[src/rtl/keypad_cmd_gen.sv]
// Keypad front end: synchronises and debounces three push-buttons, records presses
// as pending commands, and issues them one at a time, paced against the calculator's busy.
module keypad_cmd_gen #(
    parameter int DEBOUNCE_CYCLES = 50000,
    parameter int CNT_W           = 16,
    parameter int GUARD_CYCLES    = 2
) (
    input  logic        clk,
    input  logic        rst,
    input  logic        key_insert_n,
    input  logic        key_add_n,
    input  logic        key_mult_n,
    input  logic [15:0] sw,
    input  logic        busy,
    output logic        insert,
    output logic        add,
    output logic        mult,
    output logic [15:0] data,
    output logic [2:0]  pending,
    output logic [7:0]  cmd_count
);

    localparam int GW = $clog2(GUARD_CYCLES + 1);
    localparam logic [CNT_W-1:0] DB_LAST    = CNT_W'(DEBOUNCE_CYCLES - 1);
    localparam logic [GW-1:0]    GUARD_LAST = GW'(GUARD_CYCLES - 1);

    typedef enum logic {IDLE, WAIT} state_t;

    logic [2:0]    keys_n;
    logic [2:0]    press;
    logic [1:0]    fill_reg;
    logic          fill_done;

    state_t        state_reg, state_next;
    logic [GW-1:0] guard_reg, guard_next;
    logic [2:0]    pending_reg, pending_next;
    logic [2:0]    issue;
    logic [15:0]   data_cap_reg;
    logic [15:0]   data_reg;
    logic          insert_reg, add_reg, mult_reg;
    logic [7:0]    cmd_count_reg;

    assign keys_n    = {key_mult_n, key_add_n, key_insert_n};
    assign fill_done = fill_reg[1];

    // Counts the two cycles the synchronisers need to hold real pin levels after reset.
    always_ff @(posedge clk or posedge rst) begin
        if (rst) begin
            fill_reg <= 2'd0;
        end else if (!fill_done) begin
            fill_reg <= fill_reg + 2'd1;
        end
    end

    genvar gi;
    generate
        for (gi = 0; gi < 3; gi++) begin : g_key
            logic             sync1_reg, sync2_reg, stable_reg, armed_reg;
            logic [CNT_W-1:0] cnt_reg;
            logic             k_s, accept;

            assign k_s    = ~sync2_reg;
            assign accept = (k_s != stable_reg) && (cnt_reg == DB_LAST);

            always_ff @(posedge clk or posedge rst) begin
                if (rst) begin
                    sync1_reg  <= 1'b1;
                    sync2_reg  <= 1'b1;
                    stable_reg <= 1'b0;
                    armed_reg  <= 1'b0;
                    cnt_reg    <= '0;
                end else begin
                    sync1_reg <= keys_n[gi];
                    sync2_reg <= sync1_reg;
                    if (k_s == stable_reg) begin
                        cnt_reg <= '0;
                    end else if (accept) begin
                        stable_reg <= k_s;
                        cnt_reg    <= '0;
                    end else begin
                        cnt_reg <= cnt_reg + CNT_W'(1);
                    end
                    // A key held through reset must be seen released before it can press.
                    if (fill_done && !k_s) begin
                        armed_reg <= 1'b1;
                    end
                end
            end

            assign press[gi] = accept & k_s & armed_reg;
        end
    endgenerate

    always_comb begin
        state_next = state_reg;
        guard_next = guard_reg;
        issue      = 3'b000;
        case (state_reg)
            IDLE: begin
                if (!busy && (pending_reg != 3'b000)) begin
                    if (pending_reg[0])      issue = 3'b001;
                    else if (pending_reg[1]) issue = 3'b010;
                    else                     issue = 3'b100;
                    state_next = WAIT;
                    guard_next = '0;
                end
            end
            WAIT: begin
                if (guard_reg >= GUARD_LAST) begin
                    if (!busy) state_next = IDLE;
                end else begin
                    guard_next = guard_reg + GW'(1);
                end
            end
            default: state_next = IDLE;
        endcase
        // A fresh press on the bit being issued keeps it set.
        pending_next = (pending_reg & ~issue) | press;
    end

    always_ff @(posedge clk or posedge rst) begin
        if (rst) begin
            state_reg     <= IDLE;
            guard_reg     <= '0;
            pending_reg   <= 3'b000;
            data_cap_reg  <= 16'd0;
            data_reg      <= 16'd0;
            insert_reg    <= 1'b0;
            add_reg       <= 1'b0;
            mult_reg      <= 1'b0;
            cmd_count_reg <= 8'd0;
        end else begin
            state_reg   <= state_next;
            guard_reg   <= guard_next;
            pending_reg <= pending_next;
            insert_reg  <= issue[0];
            add_reg     <= issue[1];
            mult_reg    <= issue[2];
            if (press[0]) begin
                data_cap_reg <= sw;
            end
            if (issue[0]) begin
                data_reg <= data_cap_reg;
            end
            if (issue != 3'b000) begin
                cmd_count_reg <= cmd_count_reg + 8'd1;
            end
        end
    end

    assign insert    = insert_reg;
    assign add       = add_reg;
    assign mult      = mult_reg;
    assign data      = data_reg;
    assign pending   = pending_reg;
    assign cmd_count = cmd_count_reg;

endmodule
[config.mk]
export PLATFORM = sky130hd
export DESIGN_NAME = keypad_cmd_gen
export DESIGN_NICKNAME = d
export VERILOG_FILES = /design/src/rtl/keypad_cmd_gen.sv
export SDC_FILE = /design/constraint.sdc
export NUM_CORES = 1
export LEC_CHECK = 0
export BUFFER_PORTS_ARGS = -buffer_cell sky130_fd_sc_hd__buf_2
export CAP_MARGIN = 15
export CORE_ASPECT_RATIO = 2
export CORE_MARGIN = 2
export CORE_UTILIZATION = 40
export CTS_BUF_LIST = sky130_fd_sc_hd__clkbuf_8
export DETAILED_ROUTE_END_ITERATION = 12
export MAX_ROUTING_LAYER = met4
export SYNTH_ARGS = -nofsm -noshare
export SYNTH_HDL_FRONTEND = slang
export SYNTH_SLANG_ARGS = --single-unit
[constraint.sdc]
create_clock -name clk -period 7.8 [get_ports clk]
set_input_delay 0.78 -clock clk [delete_from_list [all_inputs] [get_ports clk]]
set_output_delay 0.78 -clock clk [all_outputs]
set_load 0.01 [all_outputs]
==> results of run 1 <==
-- per-stage QoR --
| stage | util, % | setup WS [ns] |
|---|---|---|
| final | 46.11 | 5.207 |
| after CTS | 46.11 | 5.181 |
| after global placement | 44.35 | 5.264 |
| after detailed placement | 44.35 | 5.181 |
| after floorplan | - | 4.099 |
| after global routing | 46.11 | 5.115 |
-- routing by layer --
layer | up-vias | GRT usage (%)
met5 | - | -
met4 | 0 | 6.457
met3 | 4 | 2.395
met2 | 43 | 29.48
met1 | 1557 | 17.21
li1 | 1480 | -
-- layout make-up --
cell class | instances | area share [%]
Clock buffer | 9 | 2.310
Clock inverter | 7 | 1.493
Inverter | 12 | 0.8866
Multi-Input combinational cell | 267 | 34.95
Sequential cell | 111 | 51.94
Tap cell | 145 | 3.383
Timing Repair Buffer | 53 | 5.040
-- how the worst max path moves through the flow --
stage          cells past startpoint               to                 from  slack (ns)
6_report                           4  data_cap_reg[8]  g_key[0].cnt_reg[4]        5.21
5_1_grt                            5  data_cap_reg[2]  g_key[0].cnt_reg[0]        5.11
4_1_cts                            4  data_cap_reg[8]  g_key[0].cnt_reg[4]        5.18
3_5_place_dp                       4  data_cap_reg[8]  g_key[0].cnt_reg[4]        5.18
3_3_place_gp                       4  data_cap_reg[3]  g_key[0].cnt_reg[4]        5.26
2_1_floorplan                      1              add                  rst        4.10
-- cells in the final DEF (no fill, tap or decap), drive strengths merged, types with 10 or more instances in the layout --
master and count:
dfrtp 105, inv 14, xnor2 32, nor2 53, nand4 16, mux2 32
nor3 10, xor2 20, buf 53, nand3 20, nand2 24
-- report_power, final --
part / leakage, uW / total, uW / switching, uW / internal [uW]
Clock: 0.000102 / 352 / 199 / 153
Sequential: 0.00143 / 676 / 46.4 / 630
Combinational: 0.000886 / 162 / 86.7 / 75.3
Total: 0.00242 / 1190 / 332 / 858
-- logic make-up (layout without fill, tap and decap cells) --
family,after synthesis,count (layout),share of synthesized area [%]
muxes,33,33,8.507
AOI/OAI and AO/OA,17,17,2.239
and+or+nand+nor,160,160,17.65
xor gates and xnor gates,52,52,9.587
buffers and inverters,20,81,2.080
DFF,111,111,58.63
adders and majority gates,5,5,1.317
-- critical path: stages, from the launching register on --
cell and delay [ns]:
dfrtp_1 0.45, nor4b_2 0.38, nand4_1 0.22, or4b_1 0.98, mux2_4 0.45
==> flow_summary.toml, run 1 <==
[synthesis]
yosys.area.top_type = "dfrtp_1"
yosysMostFrequentCell = "dfrtp_1"
synth_seq_cells = 111
synthCells = 398
yosysSeqAreaShare_pct = 58.63
ys_top_cells_by_count = "dfrtp_1, nor2_1, xnor2_1"
yosys_warnings = 0
synth_edf_count = 0
synthArstFlopShare_pct = 100.0
syn-mean-instance-area_um2 = 11.94
synth.top_cell.area_share_pct = 55.31
synthesis.area_mm2 = 0.004751
synth_flop_cell = "dfrtp_1"
synth_cell_types = 41
synth_fp_nets = 425
netlist_top_cells_area = "dfrtp_1, xnor2_1, mux2_2, nor2_1, xor2_1"

[power]
powerDensity_mw_per_mm2 = 221.9
finalPower_uw = 1190
p_leak_uw = 0.002418
peakVddDrop_mv = 0.1087

[global_route]
grt_max_degree = 58
first_global_vias = 3225
grt_pass1_wl_mm = 15.59
grt_use_total_pct = 16.22
grt_overflow = 0
antenna_found_initial = 0

[worst_hold_path]
holdPathEnd = "g_key[1].sync2_reg"
hold-path-cell-count = 0
hp-start = "g_key[1].sync1_reg"
hold_class = "flip-flop to flip-flop"

[drt]
met2_length_mm = 5.519
wl_per_cell_um = 15.44
ant_nets = 0
dr_wl_met3_um = 206
drtPass1Iterations = 5
drt-initial-drc-count = 140
dr.max_layer_used = "met4"
drc = 0
routed_via_density = 5.106
wl_mm = 9.325
drt-met1-wl_mm = 3.496
num_vias = 3084

[clock_tree]
ctsResizeCount = 0
cts.htree.levels = 3
ctsHoldBuffers = 0
cts_buffer_depth = 2
cts_buffers = 9
cts_tree = "built"
cts-root-buf = "clkbuf_8"
cts.sinks = 111
clk_pin_slew_ns = 0.11
cts_setup_buffers = 0
clock_latency_ns = 0.37

[placed_design]
placed_cell_area_mm2 = 0.005159
dp_hpwl_mm = 6.691
gp_congestion = 0.8405
place.port_buffers = 51
place_inst = 588

[sta]
final-hold-violation-count = 0
skew_ns = 0.01612
rsz0062_at_grt = "false"
slew_headroom_pct = 34.11
tightest_slew_ns = 0.9800
final_max_slew_viol_count = 0
holdWs_ns = 0.3599
max_freq_mhz = 385.6
final-setup-viol-count = 0
tns_ns = 0
finalCriticalPeriod_ns = 2.593
fin_crit_sh_pct = 33.25

[worst_setup_path]
crit_path_max_fanout = 17
required_ns = 8.05
r2r_setup_slack_ns = 5.21
reg2regPathDepth = 4
end_kind = "flip-flop"
r2r-start = "g_key[0].cnt_reg[4]"
critPathArrivalTime_ns = 2.85
criticalPathCategory = "flip-flop to flip-flop"
r2r_end = "data_cap_reg[8]"
critPathLaunchType = "flip-flop"

[cells_and_area]
multiInputGateArea_mm2 = 0.001874
finalNonFillerCells = 604
drive_gt1_share_pct = 24.84
num-fill-cells = 1106
finalInstanceArea_mm2 = 0.005363
seq_area_mm2 = 0.002785
largest_reg_flops = 48
fin_nets = 481
area_delta_synth_final_pct = 12.88
n_antenna_cell = 0

[floorplan]
row_count = 56
die_w_um = 81.06
dieHeight_um = 158.1
ios = 52
die-area_mm2 = 0.01282
start_util_pct = 40.85
core_mm2 = 0.01163

[run_status]
status = "complete, no violations"

[run]
max-cap-violations = 0
Power figures use the tool's default switching activity.
==> inputs of run 2 (changes only) <==
- clock period: 7.8 -> 2.42 ns (I/O delays scaled with it)
==> run 2 against run 1 <==
Compared with the run above:
- first-iteration DRC count grew 8.6%
- sequential share of layout area shrank 1.0 points
- maximum frequency grew 16%
- combinational power grew to 3.3 times the previous value
- clock skew shrank 0.0017 ns
- cell count grew 1.8%
- cell area grew 2.1%
- highest routed layer unchanged
- non-clock buffer count grew 11
- clock-buffer cell count is the same
- worst hold slack lost 0.26 ns
- worst setup slack lost 5.0 ns
- register-to-register slack lost 5.0 ns
==> flow_summary.toml, run 2 (synthesized netlist as in run 1, its figures left out) <==
[power]
power_frac_seq_pct = 57.6
peakVddDrop_mv = 0.3197
p_sw_uw = 1082
p_sw_share_pct = 28.69
p_clk_share_pct = 28.1
combPwrFrac_pct = 14.3
p_leak_uw = 0.002473
power.internal_uw = 2688
powerDensity_mw_per_mm2 = 688.8

[clock_tree]
cts_tree = "built"
cts.htree.levels = 3
cts_buffers = 9
cts.sinks = 111
cts_buffer_depth = 2
clock_latency_ns = 0.37
cts_setup_buffers = 0
clk_pin_slew_ns = 0.11
cts-root-buf = "clkbuf_8"

[worst_hold_path]
hold_class = "primary input to flip-flop"

[worst_setup_path]
criticalPathCategory = "flip-flop to flip-flop"
end_kind = "flip-flop"
crit_path_max_fanout = 15
cpMaxStageDelayCell = "or4b_4"
critPathMaxStageDelay_ns = 0.60
path_buf_inv = 1
crit_chain = "ha_1, and4_4, nand4_1, or4b_4, buf_12, mux2_4"
critPathLaunchType = "flip-flop"
critPathArrivalTime_ns = 2.50
required_ns = 2.68
crit_family = "simple AND/OR/NAND/NOR gates"

[drt]
drtPass1Iterations = 4
wl_mm = 8.886
drt-initial-drc-count = 152
wl_per_cell_um = 14.45
num_vias = 3123
drc = 0
ant_nets = 0
routed_via_density = 5.078

[floorplan]
die-area_mm2 = 0.01282
row_count = 56
die_w_um = 81.06
ios = 52
start_util_pct = 40.85
dieHeight_um = 158.1
core_mm2 = 0.01163

[sta]
skew_ns = 0.01439
rsz0062_at_grt = "false"
fin_crit_sh_pct = 92.75
holdWs_ns = 0.09974
final-setup-viol-count = 0
max_freq_mhz = 445.5
setup_ws_ns = 0.1755
final-hold-violation-count = 0
slew_headroom_pct = 58.67
finalCriticalPeriod_ns = 2.244
final_max_slew_viol_count = 0
tightest_slew_ns = 0.6186
tns_ns = 0

[global_route]
antenna_found_initial = 0
grt_pass1_wl_mm = 15.21
grt_max_degree = 50
grt_overflow = 0
first_global_vias = 3295
grt_use_total_pct = 15.62

[cells_and_area]
area_delta_synth_final_pct = 15.20
num-fill-cells = 1119
finalInstanceArea_mm2 = 0.005473
drive_gt1_share_pct = 25.96
mostFrequentLayoutCells = "dfrtp_1, nor2_1, buf_2, xnor2_1, nand2_1"
n_antenna_cell = 0
final_common_cell = "dfrtp_1"
fin_nets = 492
final_util_pct = 47.05
largest_reg_flops = 48

[placed_design]
place.port_buffers = 51
gp_congestion = 0.8137
dp_slack_ns = 0.1134
placed_cell_area_mm2 = 0.005238
dp_hpwl_mm = 6.524

[run_status]
status = "complete, no violations"

[run]
max-cap-violations = 0
run 2: cell types whose count changed in the layout (fill, tap and decap cells not counted), sizes merged:
| cell | delta |
|---|---|
| buf | +7 |
| bufinv | -1 |
| clkinv | +2 |
| dlygate4sd3 | +4 |
| inv | -1 |
run 2: per-stage QoR:
stage                     total power, uW  instances
after detailed placement             2760        595
final                                3770        615
after CTS                            3833        615
after global placement               2735        595
after floorplan                      2505        398
after global routing                 4001        615
run 2: repair_timing:
item / 4_1_cts / 5_1_grt
hold buffers: 4 / 0
resized for setup: 0 / 1
setup endpoints to repair: 0 / 14
endpoints found under the hold margin: 28 / 0
run 2: per-layer routing:
layer | up-vias | global-route usage, % | part of all wire [%]
li1 | 1506 | - | -
met1 | 1567 | 17.72 | 39
met2 | 39 | 26.80 | 56
met3 | 11 | 2.737 | 2.8
met4 | 0 | 6.376 | 1.9
met5 | - | - | 0
run 2: area by class of cell:
| type | instances | area (um^2) | area share, % |
|---|---|---|---|
| Sequential cell | 111 | 2785 | 50.89 |
| Multi-Input combinational cell | 267 | 1878 | 34.32 |
| Timing Repair Buffer | 64 | 387.9 | 7.087 |
| Tap cell | 145 | 181.4 | 3.315 |
| Clock buffer | 9 | 123.9 | 2.263 |
| Clock inverter | 7 | 67.56 | 1.235 |
| Inverter | 12 | 48.80 | 0.8916 |
run 2: worst register-to-register path, delay by kind of cell (launching register included):
kind	cells	cell delay [ns]
AND/OR/NAND/NOR	3	1.05
buffers and inverters	1	0.18
adder cells (fa/ha/maj)	1	0.21
multiplexers	1	0.29
flip-flops	1	0.40
run 2: final timing paths:
| check | endpoint | slack (ns) | depth (start not counted) | startpoint |
|---|---|---|---|---|
| setup / recovery | data_cap_reg[8] | 0.18 | 6 | g_key[0].cnt_reg[0] |
| max in group asynchronous | g_key[0].cnt_reg[5] | 1.12 | 5 | rst |
| hold reg to reg | g_key[0].sync2_reg | 0.36 | 0 | g_key[0].sync1_reg |
| setup reg to reg | data_cap_reg[8] | 0.18 | 6 | g_key[0].cnt_reg[0] |
| min in group asynchronous | g_key[2].cnt_reg[12] | 0.48 | 3 | rst |
| hold / removal | data_cap_reg[5] | 0.1 | 2 | sw[5] |
run 2: power by group through the flow:
| stage | registers, uW | clock network [uW] | logic, uW |
|---|---|---|---|
| 2_1_floorplan | 2240 | 0 | 263 |
| 3_3_place_gp | 2200 | 0 | 532 |
| 3_5_place_dp | 2210 | 0 | 547 |
| 4_1_cts | 2170 | 1100 | 554 |
| 5_1_grt | 2200 | 1180 | 615 |
| 6_report | 2170 | 1060 | 539 |
